--- config.mk ---
export PLATFORM = sky130hd
export DESIGN_NAME = gain_ramp_ctrl
export DESIGN_NICKNAME = d
export VERILOG_FILES = /design/src/rtl/gain_ramp_ctrl.sv
export SDC_FILE = /design/constraint.sdc
export NUM_CORES = 1
export LEC_CHECK = 0
export ABC_AREA = 0
export CORE_AREA = 2 2 132 134
export DETAILED_ROUTE_END_ITERATION = 7
export DIE_AREA = 0 0 134 136
export PLACE_DENSITY = 0.62
export SYNTH_ARGS = -nofsm -noshare
export SYNTH_HDL_FRONTEND = slang
export SYNTH_SLANG_ARGS = --single-unit
--- constraint.sdc ---
create_clock -name ce_clk -period 8.9 [get_ports ce_clk]
set_input_delay 0.89 -clock ce_clk [delete_from_list [all_inputs] [get_ports ce_clk]]
set_output_delay 0.89 -clock ce_clk [all_outputs]
set_load 0.05 [all_outputs]
--- src/rtl/gain_ramp_ctrl.sv ---
// Gain coefficient sequencer for the real-by-complex gain multiplier.
// Gain slews toward a programmed target by a fixed step per observed stream beat.
module gain_ramp_ctrl #(
   parameter int unsigned            GAIN_WIDTH = 16,
   parameter logic [7:0]             SR_TARGET  = 8'd192,
   parameter logic [7:0]             SR_STEP    = 8'd193,
   parameter logic [7:0]             SR_CTRL    = 8'd194,
   parameter logic [GAIN_WIDTH-1:0]  RESET_GAIN = 16'h0100
) (
   input  logic                   ce_clk,
   input  logic                   ce_rst_n,
   input  logic                   set_stb,
   input  logic [7:0]             set_addr,
   input  logic [31:0]            set_data,
   input  logic                   smp_tvalid,
   input  logic                   smp_tready,
   input  logic                   smp_tlast,
   output logic [GAIN_WIDTH-1:0]  gain_out,
   output logic                   ramping,
   output logic                   pending,
   output logic [63:0]            rb_data
);

   typedef enum logic [1:0] {
      S_IDLE    = 2'd0,
      S_PENDING = 2'd1,
      S_RAMP    = 2'd2
   } state_t;

   state_t                  state, state_nxt;
   logic [GAIN_WIDTH-1:0]   target, target_nxt;
   logic [GAIN_WIDTH-1:0]   step, step_nxt;
   logic [GAIN_WIDTH-1:0]   gain_nxt;
   logic                    sync_on_eop, sync_nxt;
   logic [63:0]             rb_nxt;

   logic                    beat;
   logic                    wr_target, wr_step, wr_ctrl, abort;
   logic [GAIN_WIDTH-1:0]   wr_val;

   // One step toward tgt, clamped so it can neither overshoot nor wrap.
   function automatic logic [GAIN_WIDTH-1:0] ramp_toward(
      input logic [GAIN_WIDTH-1:0] cur,
      input logic [GAIN_WIDTH-1:0] tgt,
      input logic [GAIN_WIDTH-1:0] stp
   );
      logic signed [GAIN_WIDTH:0] diff;
      logic        [GAIN_WIDTH:0] mag;
      diff = $signed({1'b0, tgt}) - $signed({1'b0, cur});
      mag  = diff[GAIN_WIDTH] ? $unsigned(-diff) : $unsigned(diff);
      if (stp == '0 || mag <= {1'b0, stp})
         return tgt;
      else if (diff[GAIN_WIDTH])
         return cur - stp;
      else
         return cur + stp;
   endfunction

   function automatic logic [63:0] rb_pack(
      input logic [GAIN_WIDTH-1:0] s,
      input logic [GAIN_WIDTH-1:0] t,
      input logic [GAIN_WIDTH-1:0] g
   );
      logic [63:0] r;
      r = '0;
      r[GAIN_WIDTH-1:0]     = g;
      r[16 +: GAIN_WIDTH]   = t;
      r[32 +: GAIN_WIDTH]   = s;
      return r;
   endfunction

   assign beat      = smp_tvalid & smp_tready;
   assign wr_target = set_stb && (set_addr == SR_TARGET);
   assign wr_step   = set_stb && (set_addr == SR_STEP);
   assign wr_ctrl   = set_stb && (set_addr == SR_CTRL);
   assign abort     = wr_ctrl & set_data[1];
   assign wr_val    = set_data[GAIN_WIDTH-1:0];

   always_comb begin
      state_nxt  = state;
      gain_nxt   = gain_out;
      target_nxt = target;
      step_nxt   = step;
      sync_nxt   = sync_on_eop;

      if (wr_step)
         step_nxt = wr_val;
      if (wr_ctrl)
         sync_nxt = set_data[0];

      if (abort) begin
         state_nxt  = S_IDLE;
         target_nxt = gain_out;
      end else begin
         unique case (state)
            S_IDLE: begin
               if (wr_target) begin
                  target_nxt = wr_val;
                  if (wr_val != gain_out)
                     state_nxt = sync_on_eop ? S_PENDING : S_RAMP;
               end
            end
            S_PENDING: begin
               if (wr_target)
                  target_nxt = wr_val;
               // The tlast beat only arms the ramp; stepping begins with the next beat.
               if (wr_target && wr_val == gain_out)
                  state_nxt = S_IDLE;
               else if (beat && smp_tlast)
                  state_nxt = S_RAMP;
            end
            S_RAMP: begin
               // A beat coinciding with a retarget still steps toward the old target.
               if (beat)
                  gain_nxt = ramp_toward(gain_out, target, step);
               if (wr_target)
                  target_nxt = wr_val;
               if (gain_nxt == target_nxt)
                  state_nxt = S_IDLE;
            end
            default: state_nxt = S_IDLE;
         endcase
      end

      rb_nxt = rb_pack(step_nxt, target_nxt, gain_nxt);
   end

   always_ff @(posedge ce_clk or negedge ce_rst_n) begin
      if (!ce_rst_n) begin
         state       <= S_IDLE;
         gain_out    <= RESET_GAIN;
         target      <= RESET_GAIN;
         step        <= '0;
         sync_on_eop <= 1'b0;
         ramping     <= 1'b0;
         pending     <= 1'b0;
         rb_data     <= rb_pack('0, RESET_GAIN, RESET_GAIN);
      end else begin
         state       <= state_nxt;
         gain_out    <= gain_nxt;
         target      <= target_nxt;
         step        <= step_nxt;
         sync_on_eop <= sync_nxt;
         ramping     <= (state_nxt == S_RAMP);
         pending     <= (state_nxt == S_PENDING);
         rb_data     <= rb_nxt;
      end
   end

endmodule

== Word-level counts from Yosys, hierarchy flattened ==
Index checks and enable logic that the tools add are counted.

* Register bits after elaboration: 101
* Bits in latches: 0
* Bits in writable memories: 0
* Memory bits (read-only): 0
* Input port bits: 46
* Output and inout bits: 82
* Logic and storage cells: 56
* Memories: 0

* Add/subtract/negate cells: 4
* Multipliers: 0
* Div/mod/pow operators: 0
* $lt $le $gt $ge: 1
* Eq/ne operators: 10
* Shift operators: 0
* Multiplexer cells: 22
* Bitwise gates (word level): 2
* Reductions and logical operators: 9

{| class="wikitable"
|+ Operators with widths
! cell !! count
|-
| 16-bit 2-to-1 mux || 12
|-
| 16-bit equality test || 2
|-
| 16-bit case mux with 2 select lines || 1
|-
| 8-bit equality test, second input constant || 3
|-
| 17-bit by 16-bit less-or-equal comparator with 1-bit output || 1
|-
| 17-bit 2-to-1 mux || 1
|-
| 17-bit negator || 1
|-
| 16-bit by 16-bit subtractor with 17-bit output || 1
|-
| 16-bit adder || 1
|-
| 16-bit zero test || 1
|-
| 16-bit inequality test || 1
|-
| 16-bit subtractor || 1
|-
| 2-bit 2-to-1 mux || 7
|-
| 2-bit case mux with 3 select lines || 1
|-
| 1-bit logical AND || 5
|-
| 2-bit by 1-bit equality test with 1-bit output, second input constant || 2
|-
| 2-bit equality test, second input constant || 2
|-
| 1-bit AND || 2
|-
| 2-bit zero test || 1
|-
| 2-bit OR reduction || 1
|-
| 1-bit logical OR || 1
|}

== Longest topological paths before layout ==
Gate-level depths: netlist of run 1.

* Depth in word-level cells: 14
* Mapped depth: 28
* Mapped depth without buffers: 26

== Worst setup path before layout of run 1 ==
OpenSTA, ideal clock, no wires.

* Path type: flip-flop to flip-flop
* From: register gain_out[2]
* To: register ramping
* Library setup time: 0.132 ns
* Arrival: 6.478 ns
* Required time: 8.768 ns
* Path slack: 2.290 ns
* Cell stages (with the launch flop): 27
* Path buffers: 1
* Clock period less this slack: 6.610 ns
* Cell sequence: dfrtp_1 > inv_1 > ha_1 > nor2b_4 > o21a_1 > or4_1 > or2_1 > a211o_1 > or2_2 > o41ai_1 > a21boi_0 > xnor2_1 > ha_1 > and3_1 > a221oi_1 > o21ai_1 > a211oi_2 > nor2_4 > buf_6 > a31oi_1 > o31ai_2 > a41oi_2 > mux2_4 > a22oi_1 > nand4_1 > nor4_2 > a31oi_1

* Word-level cells in the longest chain between the ends: 14
* Elaborated cells on any way between the ends: 23
* Classes of those cells: add/sub: 4; order compare: 1; eq/ne: 4; mux: 12; reduce/logical: 2

{| class="wikitable"
|+ RTL lines
! what !! line !! source
|-
| start: declaration || 18 || <nowiki>output logic [GAIN_WIDTH-1:0] gain_out,</nowiki>
|-
| start signal: assignment || 140 || <nowiki>gain_out <= gain_nxt;</nowiki>
|-
| 16-bit by 16-bit subtractor with 17-bit output || 49 || <nowiki>diff = $signed({1'b0, tgt}) - $signed({1'b0, cur});</nowiki>
|-
| 17-bit negator || 50 || <nowiki>mag = diff[GAIN_WIDTH] ? $unsigned(-diff) : $unsigned(diff);</nowiki>
|-
| 17-bit 2-to-1 mux || 50 ||
|-
| 17-bit by 16-bit less-or-equal comparator with 1-bit output || 51 || <nowiki>if (stp == '0 || mag <= {1'b0, stp})</nowiki>
|-
| 1-bit logical OR || 51 ||
|-
| 16-bit 2-to-1 mux || 51 ||
|-
| 16-bit 2-to-1 mux || 114 || <nowiki>if (beat)</nowiki>
|-
| 16-bit 2-to-1 mux || 95 || <nowiki>unique case (state)</nowiki>
|-
| 16-bit 2-to-1 mux || 91 || <nowiki>if (abort) begin</nowiki>
|-
| 16-bit equality test || 118 || <nowiki>if (gain_nxt == target_nxt)</nowiki>
|-
| 2-bit 2-to-1 mux || 118 ||
|-
| 2-bit case mux with 3 select lines * || 95 ||
|-
| 2-bit 2-to-1 mux * || 91 ||
|-
| 2-bit equality test * || 144 || <nowiki>ramping <= (state_nxt == S_RAMP);</nowiki>
|-
| end signal: assignment || 144 ||
|-
| end: declaration || 19 || <nowiki>output logic ramping,</nowiki>
|}

Mark *: on every way between the ends. The rest lies on a longest branch, timed or not. The select of a mux whose other input is x is not followed.
A chain may end at the register's enable or synchronous reset.

== Worst setup path in the final report of run 1 ==
Same ends and word-level chain as after synthesis.

==> flow_summary.toml, run 1 <==
[run_status]
status = "complete, no violations"

[setup_path]
worstPathArrival_ps = 7560
rr_worst_depth = 25
rrSetupSlack_ps = 1510
critPathMaxStageDelay_ps = 670
required_ps = 9070
worstReg2RegStart = "gain_out[2]"
cp_max_fo = 11
startpoint = "gain_out[2]"
endpoint = "ramping"
cp-end-kind = "flop"
worst-setup-path-type = "flop to flop"
worst_path_max_delay_cell = "dfrtp_1"
r2r-end = "ramping"
start_kind = "flop"

[clock_network]
cts_buffers = 5
path_clk_slew_ps = 70
hold_buffers = 0
htree_levels = 2
post-cts-setup-buffers = 0
cts_resized = 0
clk_path_buf_depth = 2
clock_sinks = 53
clock-root-buffer = "clkbuf_16"
clk_latency_ps = 310
cts_tree = "done"

[min_path]
min_path_type = "flop to flop"

[cells_and_area]
fin_area_sq_um = 7730
num_antenna_cells = 0
final_util_pct = 45.8
syn2layout_area_growth_pct = 16.8
fill_cells = 1714
fin_nets = 979
drive_above_1_share_pct = 6.12

[placed_design]
dp_hpwl_mm = 17.5
gp_congestion = 0.933
port_buffers = 95
dpl_cell_area_sq_um = 7570

[route]
drc = 0
avgRoutedWirePerCell_microns = 20.6
vias_per_cell = 5.81
final_antenna_net_count = 0
drtPass1Iterations = 5
first_iter_violations = 443
vias = 6437
wirelength_mm = 22.8

[die]
num_io_pins = 128
die_w_microns = 134
die_h_microns = 136
core_sq_um = 16900
start_util_pct = 39.2
dieArea_sq_um = 18200
row_count = 48

[synth]
ys.flop_type = "dfrtp_1"
synth.avg_cell_area_sq_um = 8.00
yosys.area.top_type_share_pct = 19.3
synthArstFlopShare_pct = 100
synth_cells = 827
yosys_warnings = 0
yosys-top-cells-area = "dfrtp_1 (19%), ha_1 (9.3%), xnor2_1 (7.9%)"
synth.most_common_cell = "o21ai_0"
syn_area_sq_um = 6620
ys_seq_area_share_pct = 20.1
synthTopCellsByCount = "o21ai_0 (67), nor2_1 (65), nand2_1 (64), xnor2_1 (60), a21oi_1 (58)"
netlist.top_cell.by_area = "dfrtp_1"
synth-seq-cells = 53
synth_edf_count = 0
synth_cell_types = 87

[sta]
fin_skew_ps = 7.69
post-route-min-period_ps = 7390
fin_tns_setup_ps = 0
final_max_slew_viol_count = 0
worst_slew_pin_slew_ps = 1160
hold_viol_final = 0
relSlewSlack_pct = 22.3
fmax_mhz = 135
period_share_pct = 83.1
rsz0062_at_grt = "false"
setup_viol = 0

[global_route]
grt_pass1_wl_mm = 34.4
antenna_found_initial = 0
grt_max_degree = 54
overflow = 0
track_usage_pct = 24.9
first_global_vias = 5894

[power]
power.leakage_nw = 3.19
ir_drop_mv = 0.119
powerDensity_nw_per_um2 = 289

[run]
drv_cap = 0
-- cell usage in the layout (no fill, tap or decap), drive strengths merged, types with 18 or more instances in the layout --
cell           count
a21o              19
a21oi             59
clkdlybuf4s50     94
dfrtp             51
ha                49
inv               44
mux2i             40
nand2             64
nor2              66
nor3              20
o21ai             73
xnor2             60
xor2              18
-- per-stage QoR --
| step | setup WS (ps) | power (mW) | hold slack, ps | std cells |
|---|---|---|---|---|
| 2_1_floorplan | 2290 | 1.58 | 504 | 842 |
| 3_5_place_dp | 1630 | 1.99 | 526 | 1100 |
| 6_report | 1510 | 2.23 | 543 | 1108 |
| 4_1_cts | 1590 | 2.22 | 543 | 1108 |
| 5_1_grt | 1070 | 2.37 | 569 | 1108 |
| 3_3_place_gp | 1740 | 1.98 | 528 | 1100 |
-- per-layer routing --
metal  vias to the layer above  track usage [%]  part of all wire, %
li1                       3065                -                    -
met2                       235             40.5                   46
met4                         0             9.04                  3.2
met5                         -                0                    0
met3                        40             3.95                  6.5
met1                      3097             33.5                   44
-- registers in the layout (all words and copies together), names as in the netlist --
name and count:
gain_out 15, step 15, target 15, rb_data 3, state 2, pending 1, ramping 1, sync_on_eop 1
-- logic make-up after synthesis --
logic type,share of synthesized area (%)
other,0.0567
AOI/OAI and AO/OA,26.0
and+or+nand+nor,17.7
muxes,7.30
buffers and inverters,8.64
xor gates and xnor gates,10.3
DFF,20.1
adders and majority gates,9.87
-- report_power, final --
group	switching (mW)	internal [mW]
Combinational	1.00	0.603
Sequential	0.132	0.281
Clock	0.0987	0.112
Total	1.23	0.997
-- critical path, delay by kind of cell, from the launching register on --
family / cells / cell delay (ps)
AOI/OAI and AO/OA: 12 / 3110
and+or+nand+nor: 8 / 2230
xor gates and xnor gates: 1 / 160
DFF: 1 / 670
adders and majority gates: 2 / 650
muxes: 1 / 330
buffers and inverters: 1 / 100
-- area by class of cell --
type / count / area (sq um) / share of cell area [%]
Clock buffer: 6 / 139 / 1.80
Clock inverter: 2 / 13.8 / 0.178
Inverter: 44 / 165 / 2.14
Multi-Input combinational cell: 675 / 4790 / 62.0
Sequential cell: 53 / 1330 / 17.2
Tap cell: 225 / 282 / 3.64
Timing Repair Buffer: 103 / 1010 / 13.0
-- worst min-delay path by stage --
| stage | startpoint | endpoint | slack (ps) | cells past startpoint |
|---|---|---|---|---|
| after floorplan | sync_on_eop | sync_on_eop | 500 | 1 |
| after global placement | sync_on_eop | sync_on_eop | 530 | 1 |
| after detailed placement | sync_on_eop | sync_on_eop | 530 | 1 |
| after CTS | sync_on_eop | sync_on_eop | 540 | 1 |
| after global routing | sync_on_eop | sync_on_eop | 570 | 1 |
| final | sync_on_eop | sync_on_eop | 540 | 1 |
(Power assumes the default switching activity.)
==> run 2, diff against run 1 <==
- PLACE_DENSITY: 0.62 -> 0.64
- clock period: 8.9 -> 6.05 ns (I/O delays scaled with it)
==> flow_summary.toml, run 2 (synthesis results as in run 1) <==
[cells_and_area]
num_antenna_cells = 0
drive_above_1_share_pct = 20.0
fin_area_sq_um = 8680
fin_cells = 1203
fill_cells = 1637
layout_commonest_cell = "buf_4"
final_cell_mix = "buf_4 (100), clkdlybuf4s50_1 (94), o21ai_0 (65)"
fin_nets = 1074
reg_top3 = "gain_out: 15 flops, step: 15 flops, target: 15 flops"
syn2layout_area_growth_pct = 31.2
seqCellArea_sq_um = 1350
multiInputGateArea_sq_um = 4990

[clock_network]
cts_buffers = 5
clk_latency_ps = 300
cts_tree = "done"
clock-root-buffer = "clkbuf_16"
path_clk_slew_ps = 70
clock_sinks = 53
hold_buffers = 0
clk_path_buf_depth = 2
htree_levels = 2

[power]
power_frac_seq_pct = 13.3
pwr-share-clk_pct = 9.2
netSwitchingFraction_pct = 50.9
powerDensity_nw_per_um2 = 421
p_int_mw = 1.79
power.switching_mw = 1.86
power_frac_comb_pct = 77.6
power.leakage_nw = 3.68
ir_drop_mv = 0.172

[die]
core_sq_um = 16900
num_io_pins = 128
dieArea_sq_um = 18200
row_count = 48
start_util_pct = 39.2
die_h_microns = 136
die_w_microns = 134

[min_path]
min_path_type = "input port to async pin"

[setup_path]
rr_worst_depth = 26
cp-end-kind = "flop"
startpoint = "target[0]"
worst-setup-path-type = "flop to flop"
cp_max_fo = 7
worstReg2RegStart = "target[0]"
required_ps = 6220
start_kind = "flop"
worstPathArrival_ps = 6100

[global_route]
track_usage_pct = 25.0
first_global_vias = 6301
grt_pass1_wl_mm = 35.2
antenna_found_initial = 0
grt_max_degree = 54
overflow = 0

[placed_design]
gp_congestion = 0.940
dpl_cell_area_sq_um = 8340
dp_slack_ps = -56.9
post-place-cells = 1188
dp_hpwl_mm = 18.2
port_buffers = 95

[sta]
fin_skew_ps = 4.85
fmax_mhz = 169
relSlewSlack_pct = 42.2
period_share_pct = 98.0
worst_slew_pin_slew_ps = 860
rsz0062_at_grt = "true"
holdWs_ps = 456
post-route-min-period_ps = 5930
setup_slack_ps = 118
hold_viol_final = 0
final_max_slew_viol_count = 0
setup_viol = 0

[route]
vias_per_cell = 5.63
first_iter_violations = 556
avgRoutedWirePerCell_microns = 19.1
wirelength_mm = 23.0
final_antenna_net_count = 0
drc = 0
drtPass1Iterations = 5
vias = 6776

[run]
drv_cap = 0

[run_status]
status = "complete, no violations"
-- run 2: cell count changes in the layout (fill, tap and decap cells not counted), sizes merged --
| cell | change |
|---|---|
| buf | +95 |
| clkinv | -1 |
| bufinv | +1 |
-- run 2: metrics by stage --
| step | utilization [%] | TNS, ps | power, mW |
|---|---|---|---|
| 6_report | 51.5 | 0 | 3.65 |
| 3_5_place_dp | 49.4 | -103 | 3.19 |
| 5_1_grt | 51.5 | -326 | 3.90 |
| 2_1_floorplan | - | 0 | 2.37 |
| 3_3_place_gp | 49.4 | -25.6 | 3.17 |
| 4_1_cts | 50.4 | 0 | 3.54 |
-- run 2: worst paths after layout --
kind | slack, ps | end
max in group asynchronous | 5070 | gain_out[6]
min in group ce_clk | 560 | sync_on_eop
worst max-delay path | 120 | ramping
worst min register to register | 560 | sync_on_eop
worst max register to register | 120 | ramping
worst min-delay path | 460 | rb_data[15]
-- run 2: final cells by class --
| class | count | area share [%] |
|---|---|---|
| repair buffers | 198 | 19.9 |
| well taps | 225 | 3.24 |
| clock inverters | 2 | 0.403 |
| inverters | 44 | 1.90 |
| multi-input cells | 675 | 57.5 |
| clock buffers | 6 | 1.48 |
| flip-flops and latches | 53 | 15.6 |
-- run 2: critical path: stages, from the launching register on --
cell and delay [ps]:
dfrtp_2 410, inv_2 70, ha_4 120, fa_2 270, nor2b_4 60, o21a_1 180, or4_4 420, or2_1 240
a211o_1 280, or2_4 280, o41ai_4 230, a21boi_2 220, xnor2_1 150, ha_1 290, and3_4 170, a221oi_4 260
o21ai_4 130, o211ai_4 300, nor2_4 120, a311o_1 290, a22oi_1 200, a41oi_2 90, a32oi_1 240, and4b_1 200
nand4_1 130, nor4_2 330, a31oi_1 130
-- run 2: metal layers --
metal	vias up	wire length [microns]	GRT usage, %
met5	-	0	0
met4	0	677	8.92
met3	40	1550	3.54
met2	251	10500	39.7
met1	3234	10300	34.6
li1	3251	-	-
-- run 2: power by group through the flow --
stage          clock network, mW  logic (mW)  registers [mW]
6_report                   0.336        2.83           0.484
5_1_grt                    0.351        3.05           0.491
4_1_cts                    0.339        2.72           0.482
3_5_place_dp                   0        2.70           0.488
3_3_place_gp                   0        2.69           0.486
2_1_floorplan                  0        1.63           0.732
-- run 2: timing repair --
item / CTS / global route
setup endpoints to repair: 2 / 2
setup buffers: 0 / 7
pin swaps: 0 / 18
resized for setup: 2 / 26
==> run 3, diff against run 2 <==
- CTS_CLUSTER_DIAMETER: default -> 40
==> results of run 3 <==
Same layout as run 2: the final DEF is identical, and so are final timing and power.
